==> src/rtl/pipe_id_operand_pkg.sv <==
// Shared definitions for the decode-stage operand unit.
// ALU-control encodings, forward-select enumeration and default widths
// used by pipe_id_operand and pipe_fwd_sel.
package pipe_id_operand_pkg;

  localparam int unsigned DW_DEF  = 32;
  localparam int unsigned RW_DEF  = 5;
  localparam int unsigned SCW_DEF = 16;
  localparam int unsigned ALUC_W  = 4;

  localparam logic [ALUC_W-1:0] ALUC_ADD = 4'b0000;
  localparam logic [ALUC_W-1:0] ALUC_SUB = 4'b0001;
  localparam logic [ALUC_W-1:0] ALUC_AND = 4'b0010;
  localparam logic [ALUC_W-1:0] ALUC_OR  = 4'b0011;
  localparam logic [ALUC_W-1:0] ALUC_XOR = 4'b0100;
  localparam logic [ALUC_W-1:0] ALUC_LUI = 4'b0101;
  localparam logic [ALUC_W-1:0] ALUC_SLL = 4'b0110;
  localparam logic [ALUC_W-1:0] ALUC_SRL = 4'b0111;

  typedef enum logic [1:0] {
    FWD_RF  = 2'd0,
    FWD_EX  = 2'd1,
    FWD_MEM = 2'd2,
    FWD_WB  = 2'd3
  } fwd_sel_e;

endpackage

==> src/rtl/pipe_id_operand_fwd_sel.sv <==
// pipe_fwd_sel: combinational forwarding priority mux for one source operand.
// Ports:
//   rn                 source register number
//   q                  register-file read data for rn
//   evalid/ewreg/em2reg/ewn/ealu   EX-stage producer
//   mwreg/mm2reg/mwn/malu/mmo      MEM-stage producer
//   wwreg/wwn/wdi                  WB-stage producer
//   fwd                resolved operand value
// Priority: r0 -> EX -> MEM -> WB -> register file.
module pipe_fwd_sel
  import pipe_id_operand_pkg::*;
#(
  parameter int unsigned DW     = DW_DEF,
  parameter int unsigned RW     = RW_DEF,
  parameter int unsigned WB_FWD = 1
) (
  input  logic [RW-1:0] rn,
  input  logic [DW-1:0] q,
  input  logic          evalid,
  input  logic          ewreg,
  input  logic          em2reg,
  input  logic [RW-1:0] ewn,
  input  logic [DW-1:0] ealu,
  input  logic          mwreg,
  input  logic          mm2reg,
  input  logic [RW-1:0] mwn,
  input  logic [DW-1:0] malu,
  input  logic [DW-1:0] mmo,
  input  logic          wwreg,
  input  logic [RW-1:0] wwn,
  input  logic [DW-1:0] wdi,
  output logic [DW-1:0] fwd
);

  logic     ex_hit;
  logic     mem_hit;
  logic     wb_hit;
  fwd_sel_e sel;

  always_comb begin
    // A load in EX has no data yet; that case is handled by the stall.
    ex_hit  = evalid & ewreg & ~em2reg & (ewn == rn);
    mem_hit = mwreg & (mwn == rn);
    // The register file writes on the clock edge, so a same-cycle read of
    // the WB destination returns the old value.
    wb_hit  = (WB_FWD != 0) & wwreg & (wwn == rn);

    if (ex_hit)       sel = FWD_EX;
    else if (mem_hit) sel = FWD_MEM;
    else if (wb_hit)  sel = FWD_WB;
    else              sel = FWD_RF;

    unique case (sel)
      FWD_EX:  fwd = ealu;
      FWD_MEM: fwd = mm2reg ? mmo : malu;
      FWD_WB:  fwd = wdi;
      default: fwd = q;
    endcase

    // r0 is hard-wired to zero regardless of any producer claiming it.
    if (rn == '0) fwd = '0;
  end

endmodule

==> src/rtl/pipe_id_operand.sv <==
// pipe_id_operand: decode-stage operand resolution and ID/EX register.
// Inputs:  register numbers and register-file data (rna/rnb/qa/qb), operand
//          usage flags, ID control (dvalid, dflush, dwreg, dm2reg, dwn,
//          daluc, daluimm, dimm) and EX/MEM/WB producer information.
// Outputs: wpcir (0 = stall PC and IF/ID), EX-stage registers (evalid,
//          ewreg, em2reg, ewn, ealuc, ea, eb) and a saturating load-use
//          stall counter (estall_cnt).
module pipe_id_operand
  import pipe_id_operand_pkg::*;
#(
  parameter int unsigned DW     = DW_DEF,
  parameter int unsigned RW     = RW_DEF,
  parameter int unsigned WB_FWD = 1,
  parameter int unsigned SCW    = SCW_DEF
) (
  input  logic              clk,
  input  logic              clrn,
  input  logic [RW-1:0]     rna,
  input  logic [RW-1:0]     rnb,
  input  logic [DW-1:0]     qa,
  input  logic [DW-1:0]     qb,
  input  logic              use_rs,
  input  logic              use_rt,
  input  logic              dvalid,
  input  logic              dflush,
  input  logic              dwreg,
  input  logic              dm2reg,
  input  logic [RW-1:0]     dwn,
  input  logic [ALUC_W-1:0] daluc,
  input  logic              daluimm,
  input  logic [DW-1:0]     dimm,
  input  logic [DW-1:0]     ealu,
  input  logic              mwreg,
  input  logic              mm2reg,
  input  logic [RW-1:0]     mwn,
  input  logic [DW-1:0]     malu,
  input  logic [DW-1:0]     mmo,
  input  logic              wwreg,
  input  logic [RW-1:0]     wwn,
  input  logic [DW-1:0]     wdi,
  output logic              wpcir,
  output logic              evalid,
  output logic              ewreg,
  output logic              em2reg,
  output logic [RW-1:0]     ewn,
  output logic [ALUC_W-1:0] ealuc,
  output logic [DW-1:0]     ea,
  output logic [DW-1:0]     eb,
  output logic [SCW-1:0]    estall_cnt
);

  logic [DW-1:0] fwd_a;
  logic [DW-1:0] fwd_b;
  logic          stall;
  logic          bubble;

  pipe_fwd_sel #(.DW(DW), .RW(RW), .WB_FWD(WB_FWD)) u_fwd_a (
    .rn(rna), .q(qa),
    .evalid(evalid), .ewreg(ewreg), .em2reg(em2reg), .ewn(ewn), .ealu(ealu),
    .mwreg(mwreg), .mm2reg(mm2reg), .mwn(mwn), .malu(malu), .mmo(mmo),
    .wwreg(wwreg), .wwn(wwn), .wdi(wdi),
    .fwd(fwd_a)
  );

  pipe_fwd_sel #(.DW(DW), .RW(RW), .WB_FWD(WB_FWD)) u_fwd_b (
    .rn(rnb), .q(qb),
    .evalid(evalid), .ewreg(ewreg), .em2reg(em2reg), .ewn(ewn), .ealu(ealu),
    .mwreg(mwreg), .mm2reg(mm2reg), .mwn(mwn), .malu(malu), .mmo(mmo),
    .wwreg(wwreg), .wwn(wwn), .wdi(wdi),
    .fwd(fwd_b)
  );

  always_comb begin
    // Load in EX whose destination is read here: data only exists in MEM
    // next cycle, so hold ID one cycle and insert a bubble.
    stall  = dvalid & evalid & ewreg & em2reg & (ewn != '0) &
             ((use_rs & (ewn == rna)) | (use_rt & (ewn == rnb)));
    wpcir  = ~stall;
    bubble = stall | dflush | ~dvalid;
  end

  always_ff @(posedge clk or negedge clrn) begin
    if (!clrn) begin
      evalid     <= 1'b0;
      ewreg      <= 1'b0;
      em2reg     <= 1'b0;
      ewn        <= '0;
      ealuc      <= '0;
      ea         <= '0;
      eb         <= '0;
      estall_cnt <= '0;
    end else begin
      evalid <= ~bubble;
      ewreg  <= ~bubble & dwreg;
      em2reg <= ~bubble & dm2reg;
      // Data fields load unconditionally; a bubble makes them don't-care.
      ewn    <= dwn;
      ealuc  <= daluc;
      ea     <= fwd_a;
      eb     <= daluimm ? dimm : fwd_b;
      if (stall && (estall_cnt != '1)) estall_cnt <= estall_cnt + 1'b1;
    end
  end

endmodule

==> config.mk <==
export PLATFORM = sky130hd
export DESIGN_NAME = pipe_id_operand
export DESIGN_NICKNAME = d
export VERILOG_FILES = /design/src/rtl/pipe_id_operand_pkg.sv /design/src/rtl/pipe_id_operand_fwd_sel.sv /design/src/rtl/pipe_id_operand.sv
export SDC_FILE = /design/constraint.sdc
export NUM_CORES = 1
export LEC_CHECK = 0
export CELL_PAD_IN_SITES_DETAIL_PLACEMENT = 1
export CELL_PAD_IN_SITES_GLOBAL_PLACEMENT = 1
export CORE_ASPECT_RATIO = 0.6
export CORE_UTILIZATION = 25
export CTS_CLUSTER_SIZE = 28
export DETAILED_ROUTE_END_ITERATION = 7
export GPL_TIMING_DRIVEN = 1
export PLACE_DENSITY = 0.78
export SYNTH_ARGS = -nofsm -noshare
export SYNTH_HDL_FRONTEND = slang
export SYNTH_HIERARCHICAL = 1
export SYNTH_SLANG_ARGS = --single-unit
export TNS_END_PERCENT = 1
==> constraint.sdc <==
create_clock -name clk -period 5.64 [get_ports clk]
set_clock_uncertainty 0.2 [all_clocks]
set_input_delay 0.846 -clock clk [delete_from_list [all_inputs] [get_ports clk]]
set_output_delay 0.846 -clock clk [all_outputs]
set_load 0.01 [all_outputs]
* After elaboration in Yosys (flattened, before gate mapping)
Cells that the tools add are included.
W data, S select, Z words.
** Operators by class
- Add/subtract/negate cells :: 1
- Eq/ne operators :: 13
- Mux-type cells :: 12
- Bitwise logic cells :: 24
- Reduce and logical (&&, ||, !) cells :: 4
** Operators with widths (number)
- $pmux W32 S3 :: 2
- $mux W32 :: 4
- $eq A5 B5 Y1 :: 6
- $and A1 B1 Y1 :: 17
- $add A16 B1 Y16 const B :: 1
- $ne A16 B16 Y1 const B :: 1
- $mux W2 :: 6
- $logic_not A5 Y1 :: 2
- $eq A2 B2 Y1 const B :: 4
- $reduce_bool A5 Y1 :: 1
- $eq A2 B1 Y1 const B :: 2
- $not A1 Y1 :: 4
- $or A1 B1 Y1 :: 3
- $logic_and A1 B1 Y1 :: 1
** Word-level totals
- Register bits :: 92
- Input port bits :: 265
- Output and inout port bits :: 93
- Logic and storage cells :: 62

* Longest topological paths before layout
- Depth after elaboration :: 9
- Gate-level depth with buffers :: 9
- Gate-level depth less buffers :: 6

* Cells and area by module
The synthesis kept the hierarchy.
** By module, submodules not included
- pipe_fwd_sel :: instances 2, cells each 216, area an instance 1699.1 sq um, sequential area each 0.0 sq um
- pipe_id_operand :: instances 1, cells each 215, area an instance 3308.2 sq um, sequential area each 2302.2 sq um

* Worst setup path before layout
OpenSTA, ideal clock, no wires.
- Path type :: input to register
- Start point :: input port rnb[4]
- End point :: register eb[10]
- Library setup time :: 0.125 ns
- Data arrival time :: 2.329 ns
- Data required time :: 5.315 ns
- Path slack :: 2.986 ns
- Stages on the path :: 7
- Buffers on the path :: 1
- Path through :: xor2_1 -> nor4_1 -> o2111ai_1 -> clkbuf_1 -> o221ai_1 -> a221oi_2 -> mux2_2
** Between the ends
- Word-level cells in the longest chain between the ends :: 9
- Elaborated cells on any way between the ends :: 16
- Classes of those cells :: eq/ne (6); mux (6); bitwise (3); reduce/logical (1)
** Ends and longest elaborated chain
- from (decl) :: line pipe_id_operand.sv:19 : input logic [RW-1:0] rnb,
- $eq A5 B5 Y1 :: line pipe_id_operand_fwd_sel.sv:46 : wb_hit = (WB_FWD != 0) & wwreg & (wwn == rn);
- $and A1 B1 Y1 :: line pipe_id_operand_fwd_sel.sv:46
- $mux W2 :: line pipe_id_operand_fwd_sel.sv:50 : else if (wb_hit) sel = FWD_WB;
- $mux W2 :: line pipe_id_operand_fwd_sel.sv:49 : else if (mem_hit) sel = FWD_MEM;
- $mux W2 :: line pipe_id_operand_fwd_sel.sv:48 : if (ex_hit) sel = FWD_EX;
- $eq A2 B2 Y1 or $eq A2 B1 Y1 (tied branches) :: line pipe_id_operand_fwd_sel.sv:53 : unique case (sel)
- $pmux W32 S3 :: line pipe_id_operand_fwd_sel.sv:53
- $mux W32 * :: line pipe_id_operand_fwd_sel.sv:61 : if (rn == '0) fwd = '0;
- net fwd_b[10] :: line pipe_id_operand.sv:53 : logic [DW-1:0] fwd_b;
- $mux W32 * :: line pipe_id_operand.sv:100 : eb <= daluimm ? dimm : fwd_b;
- to (signal assigned) :: line pipe_id_operand.sv:100
- to (decl) :: line pipe_id_operand.sv:48 : output logic [DW-1:0] eb,
Mark *: on every way through the listed nets, which the timed path passes. The rest lies on a longest branch.
A chain may end at the register's enable or synchronous reset.

* Worst setup path after layout
- Start point :: input port rna[1]
- End point :: output port wpcir
** Between the ends
- Word-level cells in the longest chain between the ends :: 5
** Ends and longest elaborated chain
- from (decl) :: line pipe_id_operand.sv:18 : input logic [RW-1:0] rna,
- $eq A5 B5 Y1 :: line pipe_id_operand.sv:77 : ((use_rs & (ewn == rna)) | (use_rt & (ewn == rnb)));
- $and A1 B1 Y1 :: line pipe_id_operand.sv:77
- $or A1 B1 Y1 :: line pipe_id_operand.sv:77
- $and A1 B1 Y1 :: line pipe_id_operand.sv:76 : stall = dvalid & evalid & ewreg & em2reg & (ewn != '0) &
- $not A1 Y1 :: line pipe_id_operand.sv:78 : wpcir = ~stall;
- to (decl) :: line pipe_id_operand.sv:41 : output logic wpcir,
Every way passes these cells.

==> results_tabular.tex <==
\begin{tabular}{lr}
\hline
Metric & Value \\
\hline
\multicolumn{2}{l}{\textbf{Outcome}} \\
\quad Outcome & finished clean \\
\multicolumn{2}{l}{\textbf{Route}} \\
\quad Drt via density & 5.17 \\
\quad Initial DRC Count & 381 \\
\quad Total Routed Length & 32600 µm \\
\quad Antenna-violating nets left & 0 \\
\quad Router iterations before antenna repair & 4 \\
\quad \# DRC & 0 \\
\quad Routed via count & slightly below 7k \\
\quad Average wire per cell in the routed design & 24.4 µm \\
\multicolumn{2}{l}{\textbf{Setup path}} \\
\quad Most prevalent standard cell on the critical path & sky130\_fd\_sc\_hd\_\_clkdlybuf4s50\_1 \\
\quad Worst endpoint required time & 4.59 ns \\
\quad Category of the critical setup timing path & primary input to output port \\
\quad Family with the most delay on the worst path & buffers and inverters \\
\quad Buffer and inverter count on the worst path & 2 \\
\quad Critical path launch point type & primary input \\
\quad Worst EP arrival & 3.00 ns \\
\quad Maximum net fanout on the critical path & 17 \\
\quad Endpoint kind of the worst setup timing path & output port \\
\quad Cell-by-cell trace of the critical path & clkdlybuf4s50\_1 > xnor2\_1 > nand4\_1 > o22ai\_4 > nand2b\_2 > clkdlybuf4s50\_1 \\
\quad Crit path largest cell delay & 0.63 ns \\
\quad Cell with the largest stage delay on the worst path & sky130\_fd\_sc\_hd\_\_clkdlybuf4s50\_1 \\
\multicolumn{2}{l}{\textbf{Power and ir drop}} \\
\quad Power dissipated by switching net loads & around 570 µW \\
\quad Cell leakage power & 4.10 nW \\
\quad Clock Power Share & 32.2\% \\
\quad Comb pwr share & 30.1\% \\
\quad Cell Int Power & 1.36 mW \\
\quad Total Power & 1.92 mW \\
\quad Pwr per Cell Area & roughly 180 nW/µm² \\
\quad Worst IR drop on VDD & 0.000124 V \\
\quad Switching part of the total power & just under 30\% \\
\quad Flop pwr share & 37.6\% \\
\multicolumn{2}{l}{\textbf{Floorplanning}} \\
\quad Floorplan die area & 27500 µm² \\
\quad Area of the core & $\sim$26000 µm² \\
\quad Die span in x & 213 µm \\
\quad Ports placed on the boundary & $\sim$360 \\
\quad Initial standard-cell utilization of the core & 25.4\% \\
\quad Die height & 129 µm \\
\quad Site Rows & between 40 and 50 \\
\multicolumn{2}{l}{\textbf{Global route}} \\
\quad Vias in the first global route & 7299 \\
\quad Global Route Usage Sum & a little under a quarter \\
\quad Initial antenna violation count & 5 \\
\quad Pin count of the biggest net entering global routing & 55 \\
\quad GR Overflow Total & 0 \\
\quad Global-route wire length before repair & 47100 µm \\
\multicolumn{2}{l}{\textbf{Timing}} \\
\quad Fmax & 247 MHz \\
\quad Fin. max-slew vios & 0 \\
\quad Tcrit/Tclk final & 71.8\% \\
\quad RSZ-0062 raised after global routing & false \\
\quad Max transition margin & 28.2\% \\
\quad Period minus WS final & 4.05 ns \\
\quad Worst slew pin tran & 1.08 ns \\
\quad Final Hold Fails & 0 \\
\quad Final setup violation count & 0 \\
\quad Setup TNS Final & 0 ns \\
\multicolumn{2}{l}{\textbf{Finish}} \\
\quad Layout-stage area growth over the synthesis result & 61.7\% \\
\quad Final net count & 1237 \\
\quad Layout cells sized above 1 & 21.3\% \\
\quad Number of inserted filler cells in the final layout & 2997 \\
\multicolumn{2}{l}{\textbf{Yosys}} \\
\quad Synthesized net count & 913 \\
\quad Proportion of register bits with asynchronous set or reset after synthesis & 100\% \\
\quad Largest area contributor in the synthesized netlist & sky130\_fd\_sc\_hd\_\_dfrtp\_1 \\
\quad Distinct cell type count of the synthesized netlist & 40 \\
\quad Summed instance area of the synthesized netlist & 6710 µm² \\
\quad Total number of yosys warnings & 6 \\
\quad Cell types with the largest area share after synthesis & sky130\_fd\_sc\_hd\_\_dfrtp\_1 (34\%), sky130\_fd\_sc\_hd\_\_mux2\_2 (16\%), sky130\_fd\_sc\_hd\_\_a221oi\_2 (13\%), sky130\_fd\_sc\_hd\_\_o221ai\_1 (8.4\%), sky130\_fd\_sc\_hd\_\_xnor2\_1 (4.7\%) \\
\quad Flip-flop and latch count after synthesis & 92 \\
\quad Synth Area per Inst & 10.4 µm² \\
\quad Area fraction of the dominant cell type after synthesis & 34.3\% \\
\quad Number of enable-type register cells in the synthesized netlist & 0 \\
\quad Dominant register cell in the synthesized netlist & sky130\_fd\_sc\_hd\_\_dfrtp\_1 \\
\quad Sequential fraction of the synthesis area & 34.3\% \\
\quad Post-synthesis instance total & around 650 \\
\multicolumn{2}{l}{\textbf{Clock network}} \\
\quad Clock sinks & 92 \\
\quad Number of clock buffers inserted by TritonCTS & 9 \\
\quad Post CTS Setup Buffer Count & 0 \\
\quad Number of buffers inserted by hold repair at cts & 0 \\
\quad Maximum clock path buffer count & 2 \\
\quad Post-cts gate resize count & 0 \\
\quad Clock tree from TritonCTS & yes \\
\quad Clock transition at the registers of the reported paths & roughly 0.07 ns \\
\quad Clock latency on the worst-skew pair & 0.36 ns \\
\quad Clock root buffer master & sky130\_fd\_sc\_hd\_\_clkbuf\_16 \\
\quad H-tree depth & 3 \\
\multicolumn{2}{l}{\textbf{Placement}} \\
\quad Port buffer count & 357 \\
\quad Routability congestion estimate from global placement & between 0.9 and 1 \\
\quad Half-perimeter wire length after placement & 24800 µm \\
\multicolumn{2}{l}{\textbf{Run}} \\
\quad Max cap viols & 0 \\
\multicolumn{2}{l}{\textbf{Min path}} \\
\quad Classification of the worst-slack hold path & primary input to asynchronous set/reset pin \\
\hline
\end{tabular}
## worst paths after layout
| path | slack, ns | endpoint | cells past startpoint | start |
|---|---|---|---|---|
| max | 1.59 | wpcir | 6 | rna[1] |
| min | 0.29 | ea[25]$_DFF_PN0_ | 1 | clrn |
| max reg2reg | 2.41 | eb[30]$_DFF_PN0_ | 8 | ewn[3]$_DFF_PN0_ |
| min reg2reg | 0.33 | estall_cnt[7]$_DFFE_PN0P_ | 1 | estall_cnt[7]$_DFFE_PN0P_ |
| max in group asynchronous | 3.67 | eb[13]$_DFF_PN0_ | 2 | clrn |
| min in group clk | 0.33 | estall_cnt[7]$_DFFE_PN0P_ | 1 | estall_cnt[7]$_DFFE_PN0P_ |
## cell usage after synthesis, types with 9 or more instances
cell type	number
sky130_fd_sc_hd__a221oi_2	60
sky130_fd_sc_hd__clkbuf_1	35
sky130_fd_sc_hd__dfrtp_1	92
sky130_fd_sc_hd__inv_1	67
sky130_fd_sc_hd__mux2_2	96
sky130_fd_sc_hd__nand2_1	81
sky130_fd_sc_hd__nand3_1	14
sky130_fd_sc_hd__nand4_1	9
sky130_fd_sc_hd__o221ai_1	64
sky130_fd_sc_hd__xnor2_1	36
sky130_fd_sc_hd__xor2_1	18
## per-stage QoR
step           cell area, µm²  hold WS [ns]  setup WS (ns)  instances  util [%]
6_report                10800         0.289           1.59       1338      41.1
3_5_place_dp            10600         0.313           1.34       1320      40.1
3_3_place_gp            10600         0.315           1.44       1320      40.1
5_1_grt                 10800         0.311           1.48       1338      41.1
4_1_cts                 10800         0.295           1.59       1336      41.1
2_1_floorplan            6710         0.336           2.99        647         -
## final cells by class
cell class,instances,area [µm²],area share [%]
Tap cell,360,450,4.15
Sequential cell,92,2300,21.2
Multi-Input combinational cell,433,3920,36.1
Clock buffer,9,225,2.08
Inverter,67,251,2.32
Antenna cell,2,5.00,0.0461
Clock inverter,7,51.3,0.473
Timing Repair Buffer,368,3640,33.6
## logic make-up after synthesis
group                      count (synthesis)  share of synthesized area, %
xor gates and xnor gates                  54                          7.05
and+or+nand+nor                          144                          10.5
buffers and inverters                    122                          7.93
DFF                                       92                          34.3
AOI/OAI and AO/OA                        137                          23.7
adders and majority gates                  1                         0.187
muxes                                     97                          16.3
## metal layers
layer	routed length (µm)	share of wire, %	track usage [%]
met5	44	0.13	0
met4	781	2.4	7.23
met3	2810	8.6	7.40
met2	14900	46	38.2
met1	14100	43	29.9
## state kept, by name, summed over array words and instances (netlist names)
register / count
ea: 32
eb: 32
estall_cnt: 16
ewn: 5
ealuc: 4
em2reg: 1
evalid: 1
ewreg: 1
## worst register-to-register path: stages, from the launching register on
cell                       delay [ns]
sky130_fd_sc_hd__dfrtp_1         0.53
sky130_fd_sc_hd__xor2_1          0.32
sky130_fd_sc_hd__nor3_1          0.12
sky130_fd_sc_hd__nand2_2         0.08
sky130_fd_sc_hd__buf_4           0.40
sky130_fd_sc_hd__and3_2          0.75
sky130_fd_sc_hd__buf_4           0.34
sky130_fd_sc_hd__a221oi_2        0.10
sky130_fd_sc_hd__mux2_2          0.28
## cell usage in the layout (no fill, tap or decap), types with 4 or more instances in the layout
master / count
sky130_fd_sc_hd__nor2_1: 7
sky130_fd_sc_hd__inv_1: 65
sky130_fd_sc_hd__clkdlybuf4s50_1: 354
sky130_fd_sc_hd__o221ai_1: 64
sky130_fd_sc_hd__nor3_1: 5
sky130_fd_sc_hd__mux2_2: 96
sky130_fd_sc_hd__nand3_1: 14
sky130_fd_sc_hd__nand2_1: 79
sky130_fd_sc_hd__a221oi_1: 4
sky130_fd_sc_hd__a221oi_2: 60
sky130_fd_sc_hd__xor2_1: 18
sky130_fd_sc_hd__buf_4: 12
sky130_fd_sc_hd__and3_1: 5
sky130_fd_sc_hd__dfrtp_1: 92
sky130_fd_sc_hd__nor4_1: 5
sky130_fd_sc_hd__xnor2_1: 36
sky130_fd_sc_hd__clkbuf_16: 9
sky130_fd_sc_hd__nand4_1: 9
## power groups by stage
stage	logic, mW	registers (mW)	clock network, mW
floorplan	0.187	0.756	0
global placement	0.572	0.738	0
detailed placement	0.581	0.738	0
CTS	0.584	0.725	0.642
global route	0.616	0.729	0.665
finish	0.580	0.724	0.620
No activity file was read; power rests on OpenSTA's default activity.
